$ cat src/rtl/aes_pkg.sv
// -----------------------------------------------------------------------------
// aes_pkg
// Shared constants and types for the AES word bridge:
//   AES_WORDS  - 32-bit words per 128-bit AES block
//   WORD_W     - stream word width
//   BLOCK_W    - AES block width
//   CNT_W      - width of the per-block word counters (holds 0..AES_WORDS)
//   state_e    - bridge FSM states
//   block_word - selects word idx of a block, word 0 being the MSW
// -----------------------------------------------------------------------------
package aes_pkg;

  localparam int AES_WORDS = 4;
  localparam int WORD_W    = 32;
  localparam int BLOCK_W   = AES_WORDS * WORD_W;
  localparam int CNT_W     = 3;

  typedef enum logic [2:0] {
    LOAD_KEY = 3'd0,
    LOAD_PT  = 3'd1,
    START    = 3'd2,
    WAIT     = 3'd3,
    DRAIN    = 3'd4
  } state_e;

  // Big-endian word select: index 0 returns bits [127:96].
  function automatic logic [WORD_W-1:0] block_word(input logic [BLOCK_W-1:0] blk,
                                                   input logic [1:0]         idx);
    logic [WORD_W-1:0] w;
    case (idx)
      2'd0:    w = blk[127:96];
      2'd1:    w = blk[95:64];
      2'd2:    w = blk[63:32];
      2'd3:    w = blk[31:0];
      default: w = blk[127:96];
    endcase
    return w;
  endfunction

endpackage

$ cat src/rtl/aes_word_bridge_if.sv
// -----------------------------------------------------------------------------
// aes_word_bridge_if
// Word-stream handshake bundle of the AES word bridge.
//   s_valid/s_ready/s_data/s_key : upstream key/plaintext words
//   m_valid/m_ready/m_data/m_last: downstream ciphertext words
// Modports:
//   slave  - the bridge's view (consumes s_*, produces m_*)
//   master - the environment's view (produces s_*, consumes m_*)
// -----------------------------------------------------------------------------
interface aes_word_bridge_if;
  import aes_pkg::*;

  logic              s_valid;
  logic              s_ready;
  logic [WORD_W-1:0] s_data;
  logic              s_key;
  logic              m_valid;
  logic              m_ready;
  logic [WORD_W-1:0] m_data;
  logic              m_last;

  modport master (
    output s_valid, s_data, s_key, m_ready,
    input  s_ready, m_valid, m_data, m_last
  );

  modport slave (
    input  s_valid, s_data, s_key, m_ready,
    output s_ready, m_valid, m_data, m_last
  );

endinterface

$ cat src/rtl/aes_word_pack.sv
// -----------------------------------------------------------------------------
// aes_word_pack
// 4x32 shift-in register with a word counter. Each shift pushes word_i into
// the LSW and moves older words up, so the first of four words ends in
// bits [127:96].
// Ports:
//   clk, rst_n    - clock, asynchronous active-low reset
//   clr_i         - restart the word count (combined with shift_i the word
//                   being shifted counts as word 1)
//   shift_i       - accept word_i
//   word_i        - incoming 32-bit word
//   block_o       - assembled 128-bit block
//   count_o       - words held (0..4)
//   count_next_o  - value count_o takes after this clock edge
// -----------------------------------------------------------------------------
module aes_word_pack
  import aes_pkg::*;
(
  input  logic               clk,
  input  logic               rst_n,
  input  logic               clr_i,
  input  logic               shift_i,
  input  logic [WORD_W-1:0]  word_i,
  output logic [BLOCK_W-1:0] block_o,
  output logic [CNT_W-1:0]   count_o,
  output logic [CNT_W-1:0]   count_next_o
);

  logic [BLOCK_W-1:0] block_q, block_d;
  logic [CNT_W-1:0]   count_q, count_d;

  // Next block contents and word count.
  always_comb begin
    block_d = block_q;
    count_d = count_q;
    if (shift_i) begin
      block_d = {block_q[BLOCK_W-WORD_W-1:0], word_i};
    end else begin
      block_d = block_q;
    end
    if (clr_i) begin
      count_d = shift_i ? CNT_W'(1) : CNT_W'(0);
    end else if (shift_i) begin
      count_d = count_q + CNT_W'(1);
    end else begin
      count_d = count_q;
    end
  end

  // Block and counter registers.
  always_ff @(posedge clk or negedge rst_n) begin
    if (!rst_n) begin
      block_q <= {BLOCK_W{1'b0}};
      count_q <= {CNT_W{1'b0}};
    end else begin
      block_q <= block_d;
      count_q <= count_d;
    end
  end

  assign block_o      = block_q;
  assign count_o      = count_q;
  assign count_next_o = count_d;

endmodule

$ cat src/rtl/aes_word_bridge.sv
// -----------------------------------------------------------------------------
// aes_word_bridge
// Collects four 32-bit key words and four plaintext words from a valid/ready
// stream, starts an AES engine, waits for its result and streams the 128-bit
// ciphertext back out as four words, MSW first.
// Parameters:
//   WAIT_LIMIT     - cycles to wait for aes_valid before giving up
// Ports:
//   clk, rst_n     - clock, asynchronous active-low reset
//   bus            - aes_word_bridge_if.slave (upstream s_*, downstream m_*)
//   aes_start      - one-cycle engine start pulse
//   aes_key        - assembled key
//   aes_plaintext  - assembled plaintext
//   aes_ciphertext - engine result
//   aes_valid      - engine result strobe (only honoured while waiting)
//   busy           - bridge holds or processes a block
//   timeout_err    - sticky engine timeout flag, cleared only by reset
// Build option:
//   AES_KEY_REUSE_EN - keep the key between blocks; a word flagged s_key at
//                      the start of a plaintext load begins a new key.
// -----------------------------------------------------------------------------
module aes_word_bridge
  import aes_pkg::*;
#(
  parameter int WAIT_LIMIT = 64
) (
  input  logic               clk,
  input  logic               rst_n,
  aes_word_bridge_if.slave   bus,
  output logic               aes_start,
  output logic [BLOCK_W-1:0] aes_key,
  output logic [BLOCK_W-1:0] aes_plaintext,
  input  logic [BLOCK_W-1:0] aes_ciphertext,
  input  logic               aes_valid,
  output logic               busy,
  output logic               timeout_err
);

  localparam int                WAIT_W   = $clog2(WAIT_LIMIT + 1);
  localparam logic [WAIT_W-1:0] WAIT_END = WAIT_W'(WAIT_LIMIT - 1);
  localparam logic [CNT_W-1:0]  CNT_ZERO = CNT_W'(0);
  localparam logic [CNT_W-1:0]  CNT_LAST = CNT_W'(AES_WORDS - 1);

  state_e              state_q, state_d;
  logic [WAIT_W-1:0]   wait_cnt_q, wait_cnt_d;
  logic [1:0]          idx_q, idx_d;
  logic [BLOCK_W-1:0]  ct_q, ct_d;
  logic                timeout_err_q, timeout_err_d;
  logic                s_ready_q, s_ready_d;
  logic                aes_start_q, aes_start_d;
  logic                m_valid_q, m_valid_d;
  logic [WORD_W-1:0]   m_data_q, m_data_d;
  logic                m_last_q, m_last_d;
  logic                busy_q, busy_d;

  logic                accept_s;
  logic                key_clr_s, key_shift_s;
  logic                pt_clr_s, pt_shift_s;
  logic [CNT_W-1:0]    kc_s, kc_next_s;
  logic [CNT_W-1:0]    pc_s, pc_next_s;
  logic [BLOCK_W-1:0]  key_blk_s, pt_blk_s;
  state_e              ret_state_s;
  logic                ret_key_clr_s;
  logic                key_switch_s;
  logic                idle_s;

  assign accept_s = s_ready_q && bus.s_valid;

  aes_word_pack u_key_pack (
    .clk          (clk),
    .rst_n        (rst_n),
    .clr_i        (key_clr_s),
    .shift_i      (key_shift_s),
    .word_i       (bus.s_data),
    .block_o      (key_blk_s),
    .count_o      (kc_s),
    .count_next_o (kc_next_s)
  );

  aes_word_pack u_pt_pack (
    .clk          (clk),
    .rst_n        (rst_n),
    .clr_i        (pt_clr_s),
    .shift_i      (pt_shift_s),
    .word_i       (bus.s_data),
    .block_o      (pt_blk_s),
    .count_o      (pc_s),
    .count_next_o (pc_next_s)
  );

`ifdef AES_KEY_REUSE_EN
  logic key_held_s;
  // A complete key survives the block; only the plaintext is reloaded.
  assign key_held_s    = (kc_s == CNT_W'(AES_WORDS));
  assign ret_state_s   = key_held_s ? LOAD_PT : LOAD_KEY;
  assign ret_key_clr_s = !key_held_s;
  // s_key only means "new key" before any plaintext word of the block.
  assign key_switch_s  = bus.s_key && (pc_s == CNT_ZERO);
  // Waiting for plaintext with a retained key counts as idle.
  assign idle_s        = ((state_d == LOAD_KEY) && (kc_next_s == CNT_ZERO)) ||
                         ((state_d == LOAD_PT)  && (pc_next_s == CNT_ZERO));
`else
  logic unused_s;
  assign ret_state_s   = LOAD_KEY;
  assign ret_key_clr_s = 1'b1;
  assign key_switch_s  = 1'b0;
  assign idle_s        = (state_d == LOAD_KEY) && (kc_next_s == CNT_ZERO);
  assign unused_s      = ^{bus.s_key, pc_next_s};
`endif

  // State register and block datapath registers.
  always_ff @(posedge clk or negedge rst_n) begin
    if (!rst_n) begin
      state_q       <= LOAD_KEY;
      wait_cnt_q    <= {WAIT_W{1'b0}};
      idx_q         <= 2'd0;
      ct_q          <= {BLOCK_W{1'b0}};
      timeout_err_q <= 1'b0;
    end else begin
      state_q       <= state_d;
      wait_cnt_q    <= wait_cnt_d;
      idx_q         <= idx_d;
      ct_q          <= ct_d;
      timeout_err_q <= timeout_err_d;
    end
  end

  // Next-state logic, pack controls, wait counter and ciphertext capture.
  always_comb begin
    state_d       = state_q;
    wait_cnt_d    = wait_cnt_q;
    idx_d         = idx_q;
    ct_d          = ct_q;
    timeout_err_d = timeout_err_q;
    key_clr_s     = 1'b0;
    key_shift_s   = 1'b0;
    pt_clr_s      = 1'b0;
    pt_shift_s    = 1'b0;
    case (state_q)
      LOAD_KEY: begin
        if (accept_s) begin
          key_shift_s = 1'b1;
          if (kc_s == CNT_LAST) begin
            state_d = LOAD_PT;
          end else begin
            state_d = LOAD_KEY;
          end
        end else begin
          state_d = LOAD_KEY;
        end
      end
      LOAD_PT: begin
        if (accept_s && key_switch_s) begin
          // The flagged word restarts the key and is its first word.
          key_clr_s   = 1'b1;
          key_shift_s = 1'b1;
          state_d     = LOAD_KEY;
        end else if (accept_s) begin
          pt_shift_s = 1'b1;
          if (pc_s == CNT_LAST) begin
            state_d = START;
          end else begin
            state_d = LOAD_PT;
          end
        end else begin
          state_d = LOAD_PT;
        end
      end
      START: begin
        state_d    = WAIT;
        wait_cnt_d = {WAIT_W{1'b0}};
      end
      WAIT: begin
        if (aes_valid) begin
          ct_d    = aes_ciphertext;
          idx_d   = 2'd0;
          state_d = DRAIN;
        end else if (wait_cnt_q == WAIT_END) begin
          // Engine never answered: drop the block and flag it.
          timeout_err_d = 1'b1;
          state_d       = ret_state_s;
          key_clr_s     = ret_key_clr_s;
          pt_clr_s      = 1'b1;
        end else begin
          wait_cnt_d = wait_cnt_q + WAIT_W'(1);
        end
      end
      DRAIN: begin
        if (m_valid_q && bus.m_ready) begin
          if (idx_q == 2'd3) begin
            state_d   = ret_state_s;
            key_clr_s = ret_key_clr_s;
            pt_clr_s  = 1'b1;
          end else begin
            idx_d = idx_q + 2'd1;
          end
        end else begin
          idx_d = idx_q;
        end
      end
      default: begin
        state_d   = LOAD_KEY;
        key_clr_s = 1'b1;
        pt_clr_s  = 1'b1;
      end
    endcase
  end

  // Output decode from the next state so every output comes straight off a flop.
  always_comb begin
    s_ready_d   = (state_d == LOAD_KEY) || (state_d == LOAD_PT);
    aes_start_d = (state_d == START);
    busy_d      = !idle_s;
    if (state_d == DRAIN) begin
      m_valid_d = 1'b1;
      m_data_d  = block_word(ct_d, idx_d);
      m_last_d  = (idx_d == 2'd3);
    end else begin
      m_valid_d = 1'b0;
      m_data_d  = {WORD_W{1'b0}};
      m_last_d  = 1'b0;
    end
  end

  // Output registers.
  always_ff @(posedge clk or negedge rst_n) begin
    if (!rst_n) begin
      s_ready_q   <= 1'b0;
      aes_start_q <= 1'b0;
      m_valid_q   <= 1'b0;
      m_data_q    <= {WORD_W{1'b0}};
      m_last_q    <= 1'b0;
      busy_q      <= 1'b0;
    end else begin
      s_ready_q   <= s_ready_d;
      aes_start_q <= aes_start_d;
      m_valid_q   <= m_valid_d;
      m_data_q    <= m_data_d;
      m_last_q    <= m_last_d;
      busy_q      <= busy_d;
    end
  end

  assign bus.s_ready    = s_ready_q;
  assign bus.m_valid    = m_valid_q;
  assign bus.m_data     = m_data_q;
  assign bus.m_last     = m_last_q;
  assign aes_start      = aes_start_q;
  assign aes_key        = key_blk_s;
  assign aes_plaintext  = pt_blk_s;
  assign busy           = busy_q;
  assign timeout_err    = timeout_err_q;

endmodule

$ cat src/flat_wrapper.sv
// flat-port wrapper written by rule: the top's interface ports become plain ports
module aes_word_bridge_flat import aes_pkg::*;
#(
  parameter int WAIT_LIMIT = 64
)
  (clk, rst_n, aes_start, aes_key, aes_plaintext, aes_ciphertext, aes_valid, busy, timeout_err, bus_s_valid, bus_s_data, bus_s_key, bus_m_ready, bus_s_ready, bus_m_valid, bus_m_data, bus_m_last);
  aes_word_bridge_if bus_i ();
  input  logic clk;
  input  logic rst_n;
  output logic aes_start;
  output logic [BLOCK_W-1:0] aes_key;
  output logic [BLOCK_W-1:0] aes_plaintext;
  input  logic [BLOCK_W-1:0] aes_ciphertext;
  input  logic aes_valid;
  output logic busy;
  output logic timeout_err;
  input wire logic [$bits(bus_i.s_valid)-1:0] bus_s_valid;
  input wire logic [$bits(bus_i.s_data)-1:0] bus_s_data;
  input wire logic [$bits(bus_i.s_key)-1:0] bus_s_key;
  input wire logic [$bits(bus_i.m_ready)-1:0] bus_m_ready;
  output wire logic [$bits(bus_i.s_ready)-1:0] bus_s_ready;
  output wire logic [$bits(bus_i.m_valid)-1:0] bus_m_valid;
  output wire logic [$bits(bus_i.m_data)-1:0] bus_m_data;
  output wire logic [$bits(bus_i.m_last)-1:0] bus_m_last;
  assign bus_i.s_valid = bus_s_valid;
  assign bus_i.s_data = bus_s_data;
  assign bus_i.s_key = bus_s_key;
  assign bus_i.m_ready = bus_m_ready;
  assign bus_s_ready = bus_i.s_ready;
  assign bus_m_valid = bus_i.m_valid;
  assign bus_m_data = bus_i.m_data;
  assign bus_m_last = bus_i.m_last;
  aes_word_bridge #(.WAIT_LIMIT(WAIT_LIMIT)) u_core (.clk(clk), .rst_n(rst_n), .bus(bus_i), .aes_start(aes_start), .aes_key(aes_key), .aes_plaintext(aes_plaintext), .aes_ciphertext(aes_ciphertext), .aes_valid(aes_valid), .busy(busy), .timeout_err(timeout_err));
endmodule
$ cat config.mk
export PLATFORM = sky130hd
export DESIGN_NAME = aes_word_bridge_flat
export DESIGN_NICKNAME = d
export VERILOG_FILES = /design/src/rtl/aes_pkg.sv /design/src/rtl/aes_word_bridge_if.sv /design/src/rtl/aes_word_pack.sv /design/src/rtl/aes_word_bridge.sv /design/src/flat_wrapper.sv
export SDC_FILE = /design/constraint.sdc
export NUM_CORES = 1
export LEC_CHECK = 0
export ABC_AREA = 1
export BUFFER_PORTS_ARGS = -buffer_cell sky130_fd_sc_hd__buf_2
export CAP_MARGIN = 10
export CORE_MARGIN = 10
export CORE_UTILIZATION = 29
export DETAILED_ROUTE_END_ITERATION = 10
export PLACE_DENSITY_LB_ADDON = 0.25
export SYNTH_ARGS = -nofsm -noshare
export SYNTH_HDL_FRONTEND = slang
export SYNTH_HIERARCHICAL = 1
export SYNTH_SLANG_ARGS = --single-unit
$ cat constraint.sdc
create_clock -name clk -period 2.21 [get_ports clk]
set_input_delay 0.221 -clock clk [delete_from_list [all_inputs] [get_ports clk]]
set_output_delay 0.221 -clock clk [all_outputs]
set_load 0.02 [all_outputs]
# After elaboration in Yosys (flattened, before gate mapping)
# Index checks and enable logic that the tools add are counted.
dict set report word_totals {
  in_bits 166
  out_inout_bits 294
  regBits 440
  elab_cells 86
}
dict set report classes {
  n_eq_ne 16
  reduce_logical 14
  add_sub_neg 4
  n_bitwise 1
  n_mux 36
}
# operator n
set op_table {}
lappend op_table {{$mux W128} 2}
lappend op_table {{$pmux W32 S4} 1}
lappend op_table {{$mux W32} 1}
lappend op_table {{$mux W3} 8}
lappend op_table {{$eq A3 B2 Y1 const B} 5}
lappend op_table {{$pmux W3 S5} 1}
lappend op_table {{$mux W7} 2}
lappend op_table {{$pmux W7 S2} 1}
lappend op_table {{$mux W1} 13}
lappend op_table {{$mux W2} 5}
lappend op_table {{$logic_not A3 Y1} 3}
lappend op_table {{$add A7 B1 Y7 const B} 1}
lappend op_table {{$eq A7 B6 Y1 const B} 1}
lappend op_table {{$add A3 B1 Y3 const B} 2}
lappend op_table {{$eq A2 B2 Y1 const B} 3}
lappend op_table {{$eq A3 B1 Y1 const B} 2}
lappend op_table {{$eq A3 B3 Y1 const B} 2}
lappend op_table {{$reduce_and A3 Y1} 2}
lappend op_table {{$ne A2 B2 Y1 const B} 2}
lappend op_table {{$pmux W2 S2} 1}
lappend op_table {{$reduce_bool A2 Y1} 2}
lappend op_table {{$logic_and A1 B1 Y1} 3}
lappend op_table {{$pmux W1 S3} 1}
lappend op_table {{$reduce_or A3 Y1} 1}
lappend op_table {{6 further kinds} 6}

# Logic depth before layout (Yosys ltp)
dict set report logic_depth {
  ltp_word 8
  mapped_depth 13
  mapped_depth_nobuf 13
}

# Modules after synthesis
# Netlist, hierarchy kept.
# module area_per_inst_um2 seq_area_each_um2 cells_each n_inst
set modules_own_cells {}
lappend modules_own_cells {aes_word_pack 5077.4 3278.1 503 2}
lappend modules_own_cells {aes_word_bridge 8359.3 4454.3 1082 1}

# Worst setup path before layout
# OpenSTA, ideal clock, no wires.
dict set report synth_path {
  path_type {register -> register}
  startpoint {reg u_core.s_ready_q (netlist: u_core/bus.s_ready)}
  endpoint {reg u_core.busy_q (netlist: u_core/busy)}
  path_stages_with_launch 12
  arrival_time_ps 1918
  setup_ps 129
  synth_period_minus_slack_ps 2047
  setup_slack_ps 163
  required_ps 2081
  path_buffers 3
  cell_sequence {dfrtp_1 -> nand2_1 -> nor3_1 -> buf_6 -> inv_6 -> buf_12 -> buf_12 -> nor2_1 -> nor2_1 -> or3_1 -> nor2_1 -> nand3_1}
}
dict set report synth_between {
  elab_chain_len 8
  elab_cells_between_ends 13
  classes_between {mux: 8; reduce/logical: 5}
}
# element line_no
set synth_lines {}
lappend synth_lines {{start: declaration} aes_word_bridge.sv:49} ;# logic s_ready_q, s_ready_d;
lappend synth_lines {{start signal: assignment} aes_word_bridge.sv:235} ;# s_ready_q <= s_ready_d;
lappend synth_lines {{$logic_and A1 B1 Y1} aes_word_bridge.sv:67} ;# assign accept_s = s_ready_q && bus.s_valid;
lappend synth_lines {{$mux W1} aes_word_bridge.sv:141} ;# if (accept_s) begin
lappend synth_lines {{$mux W1} --}
lappend synth_lines {{net u_core.key_shift_s} aes_word_bridge.sv:57} ;# logic key_clr_s, key_shift_s;
lappend synth_lines {{$mux W3} aes_word_pack.sv:43} ;# end else if (shift_i) begin
lappend synth_lines {{$mux W3} aes_word_pack.sv:41} ;# if (clr_i) begin
lappend synth_lines {{net u_core.kc_next_s[1]} aes_word_bridge.sv:59} ;# logic [CNT_W-1:0] kc_s, kc_next_s;
lappend synth_lines {{$logic_not A3 Y1} aes_word_bridge.sv:107} ;# assign idle_s = (state_d == LOAD_KEY) && (kc_next_s == CNT_ZERO);
lappend synth_lines {{$logic_and A1 B1 Y1} aes_word_bridge.sv:107}
lappend synth_lines {{$logic_not A1 Y1} aes_word_bridge.sv:213} ;# busy_d = !idle_s;
lappend synth_lines {{net u_core.busy_d} aes_word_bridge.sv:54} ;# logic busy_q, busy_d;
lappend synth_lines {{end signal: assignment} aes_word_bridge.sv:240} ;# busy_q <= busy_d;
lappend synth_lines {{end: declaration} aes_word_bridge.sv:54}
# The timed path passes the listed nets, and every way through them passes these cells.
# A chain may end at the register's enable or synchronous reset.

# Worst setup path in the final report
dict set report layout_path {
  startpoint {reg u_core.state_q[0]}
  endpoint {reg u_core.busy_q (netlist: u_core/busy)}
}
dict set report layout_between {
  elab_chain_len 7
  elab_cells_between_ends 20
  classes_between {eq/ne: 4; mux: 10; reduce/logical: 6}
}
# element line_no
set layout_lines {}
lappend layout_lines {{start: declaration} aes_word_bridge.sv:44} ;# state_e state_q, state_d;
lappend layout_lines {{start signal: assignment} aes_word_bridge.sv:120} ;# state_q <= state_d;
lappend layout_lines {{$eq A3 B2 Y1, or another cell as far along} aes_word_bridge.sv:139} ;# case (state_q)
lappend layout_lines {{$reduce_or A3 Y1 (no line)} --}
lappend layout_lines {{$pmux W1 S3 *} --}
lappend layout_lines {{net u_core.key_clr_s} aes_word_bridge.sv:57}
lappend layout_lines {{$mux W3 *} aes_word_pack.sv:41}
lappend layout_lines {{net u_core.kc_next_s[0]} aes_word_bridge.sv:59}
lappend layout_lines {{$logic_not A3 Y1 *} aes_word_bridge.sv:107}
lappend layout_lines {{$logic_and A1 B1 Y1 *} aes_word_bridge.sv:107}
lappend layout_lines {{$logic_not A1 Y1 *} aes_word_bridge.sv:213}
lappend layout_lines {{net u_core.busy_d} aes_word_bridge.sv:54}
# Mark *: on every way through the listed nets, which the timed path passes. The rest lies on a longest branch.

==> flow_summary.ini <==
[logic_synthesis]
syn_area_per_cell_um2 = 8.87
synth_fp_nets = 2257
synth_top_area_cell = dfrtp_1
yosysWarnings = 6
synth_area_mm2 = 0.0185
synth_top_family_by_area = simple AND/OR/NAND/NOR gates
synth_adder_area_share_pct = 0.203
seq_area_frac_synth_pct = 59.5
ys.flop_type = dfrtp_1
synthSimpleGateAreaFrac_pct = 21.3
async_flop_share_pct = 100
synthXorXnorAreaFrac_pct = 0.142
yosysUniqueCellTypes = 38
yosysTopAreaCellShare_pct = 59.5
ys_ff_latch = 440
synthTopCellsByArea = dfrtp_1 59%, nand2_1 16%, o21ai_0 6.5%, inv_1 4.1%, nand3_1 2.6%
syn_inst = 2088
synth_mux_area_share_pct = 0
synth_edf_count = 0
synth-compound-area-share_pct = 9.69

[finish]
syn_to_final_growth_pct = 33.2
layout_common_cells = 788 x nand2_1, 457 x buf_2, 440 x dfrtp_1
layout_commonest_cell = nand2_1
final_nets = 2824
final_layout_size_suffix_gt1_share_pct = 24.0

[global_route]
grt_pass1_wl_um = 97400
grt_overflow = 0
grt_max_degree = 78
grt_pass1_vias = 16200
grt_util_all_layers_pct = 16.5
antenna_found_initial = 5

[cts]
h-tree-depth = 2
clock-sinks = 440
cts_made_buffers = 50
cts-root-buf = clkbuf_16
clk_path_buf_depth = 3
clk_latency_ns = 0.60
clkTransAtPathRegs_ns = 0.06
cts_tree = done

[timing]
max_slew_margin_pct = 51.4
finalCritPeriodShare_pct = 91.3
finClkSkew_ns = 0.0267
min_period_ns = 2.02
fin_hold_ws_ns = 0.0560
rsz0062_at_grt = no
final_max_slew_viol_count = 0
worst_pin_slew_ns = 0.730
fin_tns_setup_ns = 0
max_freq_ghz = 0.496
hold_viol = 0
setup_viol = 0

[power]
power_frac_clock_pct = 23.7
power_switching_w = 0.0157
power.share.combinational_pct = 40.5
p_leak_nw = 12.9
p_seq_share_pct = 35.9
powerDensity_mw_per_mm2 = 1500
switching_share_pct = 42.5
internal-power_w = 0.0213
vdd_drop_max_mv = 0.609

[setup_path]
crit_slowest_cell = dfrtp_1
crit_path_end_kind = register
crit_type = reg -> reg
cp_max_fo = 5
ff2ff_path_depth = 10
slowest_delay_ns = 0.46
cp_cell_sequence = nor2_1, nand2_1, a22o_1, inv_1, nand3_1, nand2_1, inv_1, or3_1, nor2_1, nand3_1
crit_arrival_ns = 2.48
cp.required_ns = 2.67
crit_path_start_kind = register

[die]
initial_core_util_pct = 29.3
die_area_mm2 = 0.0743
die_x_um = 273
coreArea_mm2 = 0.0632
die_y_um = 273
io_pins = 460
rows = 92

[drt]
drt_wl_total_um = 63000
wl_per_cell_um = 17.8
drc = 0
ant_nets = 0
initialDrtViolationCount = 1178
vias_per_cell = 4.48
firstDrtPassIters = 7
via_count = 15900

[placement]
port_buffers = 458
place.gp.congestion = 0.866
dp_hpwl_um = 45000

[worst_hold_path]
min_path_type = in -> reg
whs_path_depth = 5

[outcome]
outcome = finished clean

[job]
maxCapViolCount = 0
-- flip-flops by register name, summed over array words and instances, names as in the netlist, 2 cells and up --
name and cells:
u_core/u_key_pack/count_o 3, u_core/ct_q 128, u_core/state_q 3, u_core/bus.m_data 32, u_core/u_pt_pack/count_o 3, u_core/u_key_pack/block_o 128, u_core/wait_cnt_q 7, u_core/idx_q 2
u_core/u_pt_pack/block_o 128
-- cells in the mapped netlist (4+ instances only) --
cell type	number
clkinv_1	15
o21ai_2	48
inv_2	5
buf_6	28
nor3_1	5
nand2_1	788
inv_1	200
buf_2	26
dfrtp_1	440
buf_1	6
clkbuf_1	24
nor2_1	84
o21ai_1	18
buf_4	26
o21ai_0	239
buf_12	4
nand3_1	98
-- layout make-up --
| class | instances | area [µm²] |
|---|---|---|
| fill | 6444 | 38500 |
| sequential | 440 | 11000 |
| multi-input combinational | 1310 | 5830 |
| timing repair buffer | 631 | 4170 |
| clock buffer | 73 | 1420 |
| tap | 846 | 1060 |
| inverter | 222 | 846 |
| clock inverter | 17 | 314 |
| antenna | 1 | 2.50 |
-- through the flow --
stage	util [%]	setup WS, ns	cells	cell area [µm²]	total power [W]
2_1_floorplan	-	0.163	2088	18500	0.0227
5_1_grt	39.0	0.000901	3539	24600	0.0397
4_1_cts	38.9	0.0366	3537	24600	0.0375
3_3_place_gp	34.1	0.0853	3316	21600	0.0280
3_5_place_dp	34.1	0.0605	3316	21600	0.0283
6_report	39.0	0.192	3540	24700	0.0370
-- power by group through the flow --
stage | Clock, W | Sequential [W] | Combinational, W
finish | 0.00875 | 0.0133 | 0.0150
global route | 0.00940 | 0.0137 | 0.0166
CTS | 0.00905 | 0.0133 | 0.0152
detailed placement | 0 | 0.0134 | 0.0149
global placement | 0 | 0.0133 | 0.0147
floorplan | 0 | 0.0157 | 0.00703
-- logic make-up (layout without fill, tap and decap cells) --
logic type / Yosys count / in the layout
compound gates: 314 / 314
xor+xnor: 3 / 3
fa+ha+maj: 3 / 3
buf+inv: 338 / 943
flops: 440 / 440
other cells: 0 / 1
simple gates: 990 / 990
-- path summary, 6_finish.rpt --
path                                    start                             to  slack, ns
min in group asynchronous               rst_n   u_core/u_pt_pack/block_o[78]       0.14
max in group asynchronous               rst_n  u_core/u_pt_pack/block_o[123]       1.19
max                         u_core/state_q[0]                    u_core/busy       0.19
max reg2reg                 u_core/state_q[0]                    u_core/busy       0.19
min reg2reg                  u_core/ct_q[123]               u_core/ct_q[123]       0.47
min                        aes_ciphertext[39]                u_core/ct_q[39]       0.06
-- routing by layer --
metal,wire [µm],track usage [%]
met1,27000,21.3
met2,29800,27.1
met3,4470,4.27
met4,1590,4.44
met5,69,0
-- repair_timing --
action	4_1_cts	5_1_grt
endpoints found under the hold margin	318	0
hold buffers	131	0
buffers inserted	0	2
resized for setup	0	6
setup endpoints to repair	0	24
-- worst max-delay path: cells and delay by family, from the launching register on --
| family | cells | cell delay, ns |
|---|---|---|
| buffers and inverters | 2 | 0.16 |
| DFF | 1 | 0.46 |
| and+or+nand+nor | 7 | 1.01 |
| AOI/OAI and AO/OA | 1 | 0.27 |
No activity file was read; power rests on OpenSTA's default activity.
